[config.mk]
export PLATFORM = sky130hd
export DESIGN_NAME = alu_wide_sequencer
export DESIGN_NICKNAME = d
export VERILOG_FILES = /design/src/rtl/alu_wide_sequencer.sv
export SDC_FILE = /design/constraint.sdc
export NUM_CORES = 1
export LEC_CHECK = 0
export ABC_AREA = 1
export CORE_MARGIN = 1.5
export CORE_UTILIZATION = 40
export CTS_BUF_LIST = sky130_fd_sc_hd__clkbuf_4 sky130_fd_sc_hd__clkbuf_8 sky130_fd_sc_hd__clkbuf_16
export CTS_CLUSTER_SIZE = 20
export DETAILED_ROUTE_END_ITERATION = 16
export GPL_TIMING_DRIVEN = 1
export PLACE_DENSITY = 0.8
export SLEW_MARGIN = 25
export SYNTH_ARGS = -nofsm -noshare
export SYNTH_HDL_FRONTEND = slang
export SYNTH_SLANG_ARGS = --single-unit
[constraint.sdc]
create_clock -name clk -period 4.3 [get_ports clk]
set_input_delay 0.645 -clock clk [delete_from_list [all_inputs] [get_ports clk]]
set_output_delay 0.645 -clock clk [all_outputs]
set_load 0.02 [all_outputs]
[src/rtl/alu_wide_sequencer.sv]
// alu_wide_sequencer: 32-bit ADD/SUB/CMP/NEG issued as two chained passes (low, then high) on a 16-bit ALU.
// Optional macro ALU_SEQ_BACK2BACK_EN: accept a new request on the same edge the response is taken.
module alu_wide_sequencer (
    input  logic        clk,
    input  logic        reset,
    input  logic        req_valid,
    output logic        req_ready,
    input  logic [1:0]  req_op,
    input  logic [31:0] req_a,
    input  logic [31:0] req_b,
    output logic [15:0] alu_a,
    output logic [15:0] alu_b,
    output logic        alu_cin,
    output logic [3:0]  alu_op,
    input  logic [15:0] alu_c,
    input  logic        alu_cout,
    input  logic [1:0]  alu_compare,
    output logic        rsp_valid,
    input  logic        rsp_ready,
    output logic [31:0] rsp_result,
    output logic        rsp_carry,
    output logic        rsp_ovf,
    output logic [1:0]  rsp_compare
);
    localparam int WORD_SIZE = 16;
    localparam int DATA_W    = 2 * WORD_SIZE;

    localparam logic [3:0] OP_ADD = 4'b0000;
    localparam logic [3:0] OP_SUB = 4'b0001;
    localparam logic [3:0] OP_ID  = 4'b1111;

    localparam logic [1:0] REQ_ADD = 2'b00;
    localparam logic [1:0] REQ_SUB = 2'b01;
    localparam logic [1:0] REQ_CMP = 2'b10;
    localparam logic [1:0] REQ_NEG = 2'b11;

    localparam logic [1:0] ALU_SAME = 2'b00;
    localparam logic [1:0] CMP_GT   = 2'b10;
    localparam logic [1:0] CMP_LT   = 2'b11;

    typedef enum logic [1:0] {S_IDLE, S_LO, S_HI, S_DONE} state_t;

    state_t                state_q, state_d;
    logic [1:0]            op_q;
    logic [DATA_W-1:0]     a_q, b_q;
    logic [WORD_SIZE-1:0]  res_lo_q;
    logic                  chain_q;
    logic [DATA_W-1:0]     rsp_result_q;
    logic                  rsp_carry_q, rsp_ovf_q;
    logic [1:0]            rsp_compare_q;
    logic                  accept;
    logic [DATA_W-1:0]     res_full;
    logic                  ovf_w;

    // The ALU compare output is not needed; the 32-bit compare is derived from the result.
    logic unused_alu_compare;
    assign unused_alu_compare = ^alu_compare;

    function automatic logic ovf_f(input logic [1:0] op, input logic [DATA_W-1:0] a,
                                   input logic [DATA_W-1:0] b, input logic [DATA_W-1:0] res);
        logic v;
        case (op)
            REQ_ADD: v = (a[DATA_W-1] == b[DATA_W-1]) && (res[DATA_W-1] != a[DATA_W-1]);
            REQ_NEG: v = (a == {1'b1, {(DATA_W-1){1'b0}}});
            default: v = (a[DATA_W-1] != b[DATA_W-1]) && (res[DATA_W-1] != a[DATA_W-1]);
        endcase
        return v;
    endfunction

    function automatic logic [1:0] compare_f(input logic [1:0] op, input logic [DATA_W-1:0] res,
                                             input logic ovf);
        logic [1:0] c;
        c = ALU_SAME;
        if ((op == REQ_SUB || op == REQ_CMP) && res != '0)
            c = (res[DATA_W-1] ^ ovf) ? CMP_LT : CMP_GT;
        return c;
    endfunction

`ifdef ALU_SEQ_BACK2BACK_EN
    assign req_ready = !reset && ((state_q == S_IDLE) || (state_q == S_DONE && rsp_ready));
`else
    assign req_ready = !reset && (state_q == S_IDLE);
`endif
    assign accept    = req_ready && req_valid;
    assign rsp_valid = (state_q == S_DONE);
    assign res_full  = {alu_c, res_lo_q};
    assign ovf_w     = ovf_f(op_q, a_q, b_q, res_full);

    always_comb begin
        state_d = state_q;
        alu_op  = OP_ID;
        alu_a   = '0;
        alu_b   = '0;
        alu_cin = 1'b0;
        case (state_q)
            S_IDLE: if (accept) state_d = S_LO;
            S_LO: begin
                alu_op  = (op_q == REQ_ADD) ? OP_ADD : OP_SUB;
                alu_a   = (op_q == REQ_NEG) ? '0 : a_q[WORD_SIZE-1:0];
                alu_b   = (op_q == REQ_NEG) ? a_q[WORD_SIZE-1:0] : b_q[WORD_SIZE-1:0];
                state_d = S_HI;
            end
            S_HI: begin
                alu_op  = (op_q == REQ_ADD) ? OP_ADD : OP_SUB;
                alu_a   = (op_q == REQ_NEG) ? '0 : a_q[DATA_W-1:WORD_SIZE];
                alu_b   = (op_q == REQ_NEG) ? a_q[DATA_W-1:WORD_SIZE] : b_q[DATA_W-1:WORD_SIZE];
                alu_cin = chain_q;
                state_d = S_DONE;
            end
            S_DONE: if (rsp_ready) state_d = accept ? S_LO : S_IDLE;
            default: state_d = S_IDLE;
        endcase
    end

    always_ff @(posedge clk or posedge reset) begin
        if (reset) state_q <= S_IDLE;
        else       state_q <= state_d;
    end

    // Operand latch and low-pass capture; contents are meaningless outside a transaction.
    always_ff @(posedge clk) begin
        if (accept) begin
            op_q <= req_op;
            a_q  <= req_a;
            b_q  <= req_b;
        end
        if (state_q == S_LO) begin
            res_lo_q <= alu_c;
            chain_q  <= alu_cout;
        end
    end

    always_ff @(posedge clk or posedge reset) begin
        if (reset) begin
            rsp_result_q  <= '0;
            rsp_carry_q   <= 1'b0;
            rsp_ovf_q     <= 1'b0;
            rsp_compare_q <= ALU_SAME;
        end else if (state_q == S_HI) begin
            rsp_result_q  <= res_full;
            rsp_carry_q   <= alu_cout;
            rsp_ovf_q     <= ovf_w;
            rsp_compare_q <= compare_f(op_q, res_full, ovf_w);
        end
    end

    assign rsp_result  = rsp_result_q;
    assign rsp_carry   = rsp_carry_q;
    assign rsp_ovf     = rsp_ovf_q;
    assign rsp_compare = rsp_compare_q;
endmodule

# [Word level (Yosys, flattened, before mapping)]
# Index checks and enable logic that the tools add are counted.
[totals] regBits=121 inputBits=89 output_inout_bits=75 word_cells=51
[op_classes] n_eq_ne=12 mux=16 n_bitwise=1 n_reduce_logical=12
[op_table] operator="2-to-1 mux 16 bit" count=4
[op_table] operator="case mux 16 bit (2 select lines)" count=2
[op_table] operator="== test 32 bit, second input constant" count=1
[op_table] operator="nonzero test 32 bit" count=1
[op_table] operator="== test 2 bit, second input constant" count=4
[op_table] operator="case mux 2 bit (4 select lines)" count=1
[op_table] operator="2-to-1 mux 2 bit" count=3
[op_table] operator="logical AND 1 bit" count=5
[op_table] operator="== test 2 x 1 -> 1 bit, second input constant" count=2
[op_table] operator="logical NOT 2 bit" count=2
[op_table] operator="2-to-1 mux 1 bit" count=4
[op_table] operator="2-to-1 mux 4 bit" count=1
[op_table] operator="!= test 1 bit" count=2
[op_table] operator="!= test 2 x 1 -> 1 bit, second input constant" count=1
[op_table] operator="!= test 2 bit, second input constant" count=1
[op_table] operator="case mux 1 bit (2 select lines)" count=1
[op_table] operator="AND reduction 2 bit" count=1
[op_table] operator="OR reduction 2 bit" count=1
[op_table] operator="== test 1 bit" count=1
[op_table] operator="logical NOT 1 bit" count=1
[op_table] operator="logical OR 1 bit" count=1
[op_table] operator="XOR 1 bit" count=1

# [Longest topological paths before layout]
# Gate-level depths: netlist (run 1).
[logic_depth] ltp_word=6 ltp_mapped=10 ltp_nobuf=10

# [Worst setup path after synthesis (run 1)]
# OpenSTA, ideal clock, no wires.
[synth_timing] kind="register to register" start="register state_q[0]" end="register state_q[0]" setup_time_ns=0.133 t_arrival_ns=4.032 required_time_ns=4.167 slack_ns=0.135 path_stages_with_launch=8 n_path_buf=0 period_less_slack_ns=4.165 cell_sequence="dfrtp_1 > inv_1 > ha_1 > inv_1 > nor3_2 > o22ai_1 > nor3_1 > a21oi_1"
[synth_between] elab_chain_len=6 word_cells_on_any_way=12 classes_between="eq/ne (5); mux (3); reduce/logical (4)"
[synth_rtl] element="start: declaration" line="43" rtl="state_t state_q, state_d;"
[synth_rtl] element="start signal: assignment" line="117" rtl="else state_q <= state_d;"
[synth_rtl] element="logical NOT 2 bit *" line="82" rtl="assign req_ready = !reset && (state_q == S_IDLE);"
[synth_rtl] element="logical AND 1 bit *" line="82"
[synth_rtl] element="logical AND 1 bit *" line="84" rtl="assign accept = req_ready && req_valid;"
[synth_rtl] element="net accept" line="51" rtl="logic accept;"
[synth_rtl] element="2-to-1 mux 1 bit" line="110" rtl="S_DONE: if (rsp_ready) state_d = accept ? S_LO : S_IDLE;"
[synth_rtl] element="2-to-1 mux 2 bit" line="110"
[synth_rtl] element="case mux 2 bit (4 select lines)" line="95" rtl="case (state_q)"
# The timed path passes the listed nets; every way through them passes the cells marked *. The select of a mux whose other input is x is not followed.
# A chain may end at the register's enable or synchronous reset.

# [Worst setup path after layout (run 1)]
[layout_timing] start="register state_q[0]" end="output port alu_b[15]"
[layout_between] elab_chain_len=2 word_cells_on_any_way=3 classes_between="eq/ne (2); mux (1)"
[layout_rtl] element="== test 2 bit or == test 2 x 1 -> 1 bit (tied branches)" line="95"
[layout_rtl] element="case mux 16 bit (2 select lines) *" line="95"
[layout_rtl] element="end: declaration" line="12" rtl="output logic [15:0] alu_b,"
# Mark *: on every way between the ends. The rest lies on a longest branch, timed or not.

==> results.rst, run 1 <==
.. list-table::
   :header-rows: 1

   * - Metric
     - Value
   * - Result of the run
     - finished, final reports clean
   * - Cell area after layout
     - 7360 sq um
   * - Top post-synthesis cells by area
     - sky130_fd_sc_hd__edfxtp_1 49%, sky130_fd_sc_hd__dfrtp_1 19%, sky130_fd_sc_hd__nand2_1 6.3%
   * - Pwr/cell area
     - slightly above 700 nW/um^2
   * - Final setup violation count
     - 0
   * - Area share of the largest cell type after synthesis
     - 0.494
   * - Path type of the worst min-delay path
     - flop to flop
   * - Max-slew headroom at the worst pin
     - 0.341
   * - Met1 Resource Use GR
     - 0.239
   * - Critical Path AT
     - between 3 and 4 ns
   * - Critical path capture point type
     - output port
   * - Number of detailed-route iterations in the first pass
     - 5
   * - Minimum period implied by the final worst setup slack
     - a little under 4 ns
   * - Number of buffers inserted during clock tree synthesis
     - 17
   * - Category of the most critical setup path
     - flop to output port
   * - Post-cts gate resize count
     - 0
   * - Root buffer cell
     - sky130_fd_sc_hd__clkbuf_16
   * - Sum of negative setup slack
     - 0 ns
   * - Starting density of the core
     - 0.415
   * - Cell leakage power
     - just under 3 nW
   * - Startpoint class of the critical path
     - flop
   * - Clock transition at the registers of the reported paths
     - 0.06 ns
   * - Placed wire-length estimate
     - approximately 9000 um
   * - Number of global-route vias before repair
     - approximately 4.0k
   * - CP required
     - around 3.7 ns
   * - Std-Cell Rows
     - 40
   * - Quantity of I/O buffers inserted on ports
     - approximately 160
   * - First-pass GRT wire length
     - a little under 20000 um
   * - Total placed cells including tap cells
     - roughly 770
   * - Routing layer with the top usage in global route
     - met2
   * - RSZ-0062 raised after global routing
     - false
   * - Top-Level Pins
     - 164
   * - Area leader, netlist
     - sky130_fd_sc_hd__edfxtp_1
   * - Floorplan die height
     - between 100 and 150 um
   * - Post-CTS setup repair buffer count
     - 0
   * - Total global-route track usage
     - 0.201
   * - Warning count from the yosys run
     - 0
   * - Post-synthesis instance total
     - about 450
   * - Fraction of final layout cells sized beyond drive strength 1
     - 0.0744
   * - Overflow left after global routing
     - 0
   * - Initial antenna violation count
     - 0
   * - Register bit total from synthesis
     - about 120
   * - Transition time of the tightest slew-check pin
     - 0.989 ns
   * - Core outline area
     - 12200 sq um
   * - Synth cell types
     - 26
   * - Post-synthesis instance area
     - about 5000 sq um
   * - Post-DP Area
     - 6830 sq um
   * - DRC viols
     - 0
   * - Syn_nets
     - about 550
   * - Met3 routing resource usage after global routing
     - 0.0590
   * - Routed Wire Length
     - about 13000 um
   * - Number of failing hold endpoints at the final stage
     - 0
   * - DIE WIDTH
     - roughly 120 um
   * - Avg Cell Area, Syn
     - 11.2 sq um
   * - Layout fillers
     - 960
   * - Post-route clock skew
     - ~0.0066 ns
   * - Post-layout instance count excluding filler cells
     - 800
   * - Worst-case vdd ir drop
     - around 440 uV
   * - Total clock sinks
     - roughly 120
   * - Fraction of the yosys area taken by sequential cells
     - 0.682
   * - Post-layout net count
     - 716
   * - Worst hold margin
     - 0.471 ns
   * - Mean routed wirelength per cell
     - between 15 and 20 um
   * - Residual antenna-violating net count after detailed routing
     - 0
   * - Number of vias after detailed routing
     - around 3.9k
   * - Worst-skew pair later-pin latency
     - around 0.41 ns
   * - Met2 capacity usage during global routing
     - 0.342
   * - Count of final max-slew check failures
     - 0
   * - Number of maximum-capacitance constraint violations
     - 0
   * - Crit Path Max Fanout
     - 24
   * - Floorplan die area
     - about 13000 sq um
   * - Area added between synthesis and finish
     - 45.8%
   * - Total inserted antenna cells
     - 0
   * - Pin count of the biggest net entering global routing
     - 55
   * - Maximum clock frequency
     - ~260 MHz
   * - Max clock buf depth
     - 2
   * - Clock tree from TritonCTS
     - yes
   * - Drt via density
     - a little under 5
   * - CTS HTree Levels
     - 4
   * - Final critical-path share of the clock period
     - 0.907
   * - Number of hold-repair buffers added at the cts stage
     - 0
   * - Routability congestion estimate from global placement
     - ~0.85
   * - Iteration-0 DRC Markers
     - 238
-- report_power, final --
group          switching, mW  internal, mW
registers              0.146          1.57
logic                   1.33         0.948
clock network          0.531         0.732
total                   2.01          3.25
-- registers in the layout (all words and copies together), names as in the netlist, 2 cells and up --
| name | flops |
|---|---|
| res_lo_q | 16 |
| rsp_compare | 2 |
| b_q | 32 |
| rsp_result | 32 |
| op_q | 2 |
| a_q | 32 |
| state_q | 2 |
-- layer usage --
metal | up-vias | share of wire
met1 | 1855 | 0.41
met2 | 188 | 0.50
met4 | 0 | 0.016
li1 | 1857 | -
met3 | 24 | 0.080
met5 | - | 0
-- final timing paths --
check | startpoint | endpoint | slack (ns) | cells after the start
max in group asynchronous | reset | rsp_result[29] | 3.15 | 3
setup / recovery | state_q[0] | alu_b[15] | 0.40 | 7
setup reg to reg | state_q[0] | rsp_result[12] | 1.89 | 6
min in group asynchronous | reset | rsp_result[22] | 0.79 | 3
hold / removal | rsp_result[1] | rsp_result[1] | 0.47 | 2
hold reg to reg | rsp_result[1] | rsp_result[1] | 0.47 | 2
-- cell usage after synthesis (all sizes together) --
master   n
xor2     1
xnor2    1
clkbuf   2
nor3     2
edfxtp  83
nor2    46
buf     18
ha       8
o21ai   41
nand4    6
inv     64
dfrtp   38
a21oi    3
a22o    21
o22ai    9
a31oi    1
nand2   85
nand3   23
-- per-stage QoR --
step                      total power, mW  worst slack [ns]   util
final                                5.26             0.398  0.605
after global routing                 5.53             0.221  0.605
after CTS                            5.29             0.415  0.605
after detailed placement             4.01             0.866  0.562
after global placement               3.95             0.970  0.562
after floorplan                      3.02             0.135      -
-- layout by cell type (no fill, tap or decap), drive strengths merged --
cell type	n
xor2	1
inv	66
nor3	2
ha	8
clkdlybuf4s50	161
xnor2	1
nor2	46
edfxtp	83
a31oi	1
a21oi	3
nand2	85
clkbuf	17
o22ai	9
dfrtp	38
a22o	21
clkinvlp	6
o21ai	41
nand4	6
buf	7
clkinv	7
nand3	23
-- worst max-delay path: stages (launching register included) --
cell and delay [ns]:
sky130_fd_sc_hd__dfrtp_1 0.40, sky130_fd_sc_hd__inv_1 0.15, sky130_fd_sc_hd__ha_1 0.84, sky130_fd_sc_hd__inv_2 0.29, sky130_fd_sc_hd__o22ai_1 0.24, sky130_fd_sc_hd__inv_1 0.11
sky130_fd_sc_hd__o21ai_1 0.16, sky130_fd_sc_hd__clkdlybuf4s50_1 0.64
-- final cells by class --
type / instances / area [sq um] / area share
clock inverters: 15 / 104 / 0.0141
inverters: 64 / 240 / 0.0326
clock buffers: 17 / 425 / 0.0578
flip-flops and latches: 121 / 3440 / 0.468
multi-input cells: 247 / 1270 / 0.173
repair buffers: 168 / 1660 / 0.226
well taps: 168 / 210 / 0.0286
-- logic make-up after synthesis --
kind of cell | synth area share
AOI/OAI and AO/OA | 0.0924
xor gates and xnor gates | 0.00347
adders and majority gates | 0.0198
buffers and inverters | 0.0677
DFF | 0.682
and+or+nand+nor | 0.135
(Power assumes the default switching activity.)
==> inputs of run 2 (changes only) <==
--- a/config.mk
+++ b/config.mk
@@ -7,12 +7,14 @@
 export LEC_CHECK = 0
 export ABC_AREA = 1
 export CORE_MARGIN = 1.5
-export CORE_UTILIZATION = 40
+export CORE_UTILIZATION = 42
 export CTS_BUF_LIST = sky130_fd_sc_hd__clkbuf_4 sky130_fd_sc_hd__clkbuf_8 sky130_fd_sc_hd__clkbuf_16
 export CTS_CLUSTER_SIZE = 20
 export DETAILED_ROUTE_END_ITERATION = 16
 export GPL_TIMING_DRIVEN = 1
-export PLACE_DENSITY = 0.8
+export PLACE_DENSITY = 0.83
+export RECOVER_POWER = 100
+export SETUP_SLACK_MARGIN = 0.3
 export SLEW_MARGIN = 25
 export SYNTH_ARGS = -nofsm -noshare
 export SYNTH_HDL_FRONTEND = slang
==> results.rst, run 2 (synthesized netlist as in run 1, its figures left out) <==
.. list-table::
   :header-rows: 1

   * - Metric
     - Value
   * - Top-Level Pins
     - 164
   * - Number of hold-repair buffers added at the cts stage
     - 0
   * - Worst-case vdd ir drop
     - between 300 and 400 uV
   * - Quantity of I/O buffers inserted on ports
     - roughly 160
   * - Pwr/cell area
     - approximately 700 nW/um^2
   * - Worst min-delay path startpoint
     - rsp_result[3]
   * - Final core utilization
     - 0.633
   * - Initial antenna violation count
     - 2
   * - Cell leakage power
     - 3.09 nW
   * - Startpoint class of the critical path
     - flop
   * - Endpoint of the lowest-slack register-to-register path
     - rsp_result[14]
   * - Result of the run
     - finished with violations
   * - Critical Path AT
     - 3.23 ns
   * - Category of the most critical setup path
     - flop to output port
   * - Overall power after layout
     - ~5.1 mW
   * - Reg-to-reg critical path startpoint
     - state_q[0]
   * - Most common cell after layout, fill and taps aside
     - sky130_fd_sc_hd__dlygate4sd3_1
   * - Floorplan die height
     - about 110 um
   * - Root buffer cell
     - sky130_fd_sc_hd__clkbuf_16
   * - Cell area after layout
     - ~7300 sq um
   * - CP required
     - ~3.7 ns
   * - Sum of negative setup slack
     - 0 ns
   * - Number of maximum-capacitance constraint violations
     - 3
   * - Routed Wire Length
     - 12900 um
   * - Maximum clock frequency
     - 258 MHz
   * - Overflow left after global routing
     - 0
   * - Post-route clock skew
     - slightly below 0.009 ns
   * - Post-CTS setup repair buffer count
     - 0
   * - Pin count of the biggest net entering global routing
     - 68
   * - Std-Cell Rows
     - 39
   * - Drt via density
     - about 5
   * - Number of vias after detailed routing
     - between 3k and 4k
   * - Number of detailed-route iterations in the first pass
     - 5
   * - Count of final max-slew check failures
     - 162
   * - Starting density of the core
     - 0.437
   * - Worst-skew pair later-pin latency
     - 0.41 ns
   * - Post-cts gate resize count
     - 0
   * - Floorplan die area
     - between 10000 and 15000 sq um
   * - Post-DP Area
     - approximately 6800 sq um
   * - Violated checks
     - max-capacitance violations, max-slew violations
   * - Routability congestion estimate from global placement
     - 0.829
   * - First-pass GRT wire length
     - 20600 um
   * - RSZ-0062 raised after global routing
     - false
   * - Total global-route track usage
     - 0.214
   * - Number of buffers inserted during clock tree synthesis
     - 17
   * - Residual antenna-violating net count after detailed routing
     - 0
   * - Commonest non-fill, non-tap cells in the layout
     - 149 x sky130_fd_sc_hd__dlygate4sd3_1, 84 x sky130_fd_sc_hd__nand2_1, 83 x sky130_fd_sc_hd__edfxtp_1
   * - Iteration-0 DRC Markers
     - 268
   * - DRC viols
     - 0
   * - Crit Path Max Fanout
     - 25
   * - Area added between synthesis and finish
     - 45.1%
   * - Final critical-path share of the clock period
     - 0.900
   * - Core outline area
     - between 10000 and 15000 sq um
   * - Layout fillers
     - a little over 900
   * - Number of global-route vias before repair
     - around 4k
   * - Reg-to-reg setup timing slack
     - about 1 ns
   * - Placed wire-length estimate
     - slightly above 9000 um
   * - Worst hold margin
     - 0.469 ns
   * - Clock transition at the registers of the reported paths
     - around 0.05 ns
   * - Total clock sinks
     - 121
   * - Transition time of the tightest slew-check pin
     - between 2 and 2.5 ns
   * - Fraction of final layout cells sized beyond drive strength 1
     - 0.0683
   * - Mean routed wirelength per cell
     - 16.6 um
   * - Critical path capture point type
     - output port
   * - Clock tree from TritonCTS
     - yes
   * - DIE WIDTH
     - about 110 um
   * - Post-layout net count
     - approximately 710
   * - Number of cells traversed by the worst register-to-register path
     - 5
   * - Number of failing hold endpoints at the final stage
     - 0
   * - Final setup violation count
     - 0
   * - CTS HTree Levels
     - 4
   * - Max-slew headroom at the worst pin
     - -0.365
   * - Path type of the worst min-delay path
     - flop to flop
   * - Minimum period implied by the final worst setup slack
     - 3.87 ns
   * - Hold Path Depth
     - 2
   * - Worst-case hold path end point
     - rsp_result[3]
   * - Max clock buf depth
     - 2
run 2: cell types whose count changed in the layout (fill, tap and decap cells not counted), sizes merged:
| cell | before | now |
|---|---|---|
| buf | 7 | 0 |
| clkbuf | 17 | 26 |
| clkdlybuf4s50 | 161 | 12 |
| clkinv | 7 | 5 |
| clkinvlp | 6 | 3 |
| diode | 0 | 2 |
| dlygate4sd3 | 0 | 149 |
| inv | 66 | 67 |
run 2: how the worst max path moves through the flow:
stage	cells past startpoint	start	endpoint	slack, ns
after floorplan	7	state_q[0]	state_q[0]	1.23
after global placement	7	state_q[0]	alu_a[15]	0.92
after detailed placement	7	state_q[0]	alu_a[15]	0.84
after CTS	5	state_q[1]	alu_a[1]	0.36
after global routing	7	state_q[1]	alu_a[15]	0.25
final	7	state_q[1]	alu_a[15]	0.43
run 2: metal layers:
layer  wire (um)  up-vias  global-route usage
li1            -     1857                   -
met1        5140     1877               0.264
met2        6390      215               0.356
met3        1210       18              0.0745
met4         170        0              0.0616
met5           0        -                   0
run 2: stage by stage:
stage                     std cells  setup WS, ns
final                           775         0.428
after global routing            774         0.246
after CTS                       773         0.356
after detailed placement        741         0.843
after global placement          741         0.925
after floorplan                 452          1.23
run 2: where the power goes:
group          switching (mW)  internal (mW)  leakage, nW  total, mW
clock                   0.506          0.794        0.272       1.30
sequential              0.141           1.58         1.23       1.72
combinational            1.31          0.807         1.59       2.12
run 2: cell type report:
type | instances | area [sq um] | share of cell area
diodes | 2 | 5.00 | 0.000683
multi-input cells | 247 | 1280 | 0.174
clock inverters | 11 | 70.1 | 0.00956
well taps | 143 | 179 | 0.0244
inverters | 64 | 240 | 0.0328
clock buffers | 21 | 479 | 0.0654
flip-flops and latches | 121 | 3440 | 0.470
repair buffers | 166 | 1630 | 0.223
run 2: worst max-delay path, cell delays in order (launching register included):
cell and delay (ns):
sky130_fd_sc_hd__dfrtp_1 0.42, sky130_fd_sc_hd__inv_1 0.13, sky130_fd_sc_hd__ha_1 0.84, sky130_fd_sc_hd__inv_2 0.26, sky130_fd_sc_hd__o22ai_1 0.20, sky130_fd_sc_hd__inv_1 0.07
sky130_fd_sc_hd__nor2_1 0.18, sky130_fd_sc_hd__dlygate4sd3_1 0.71
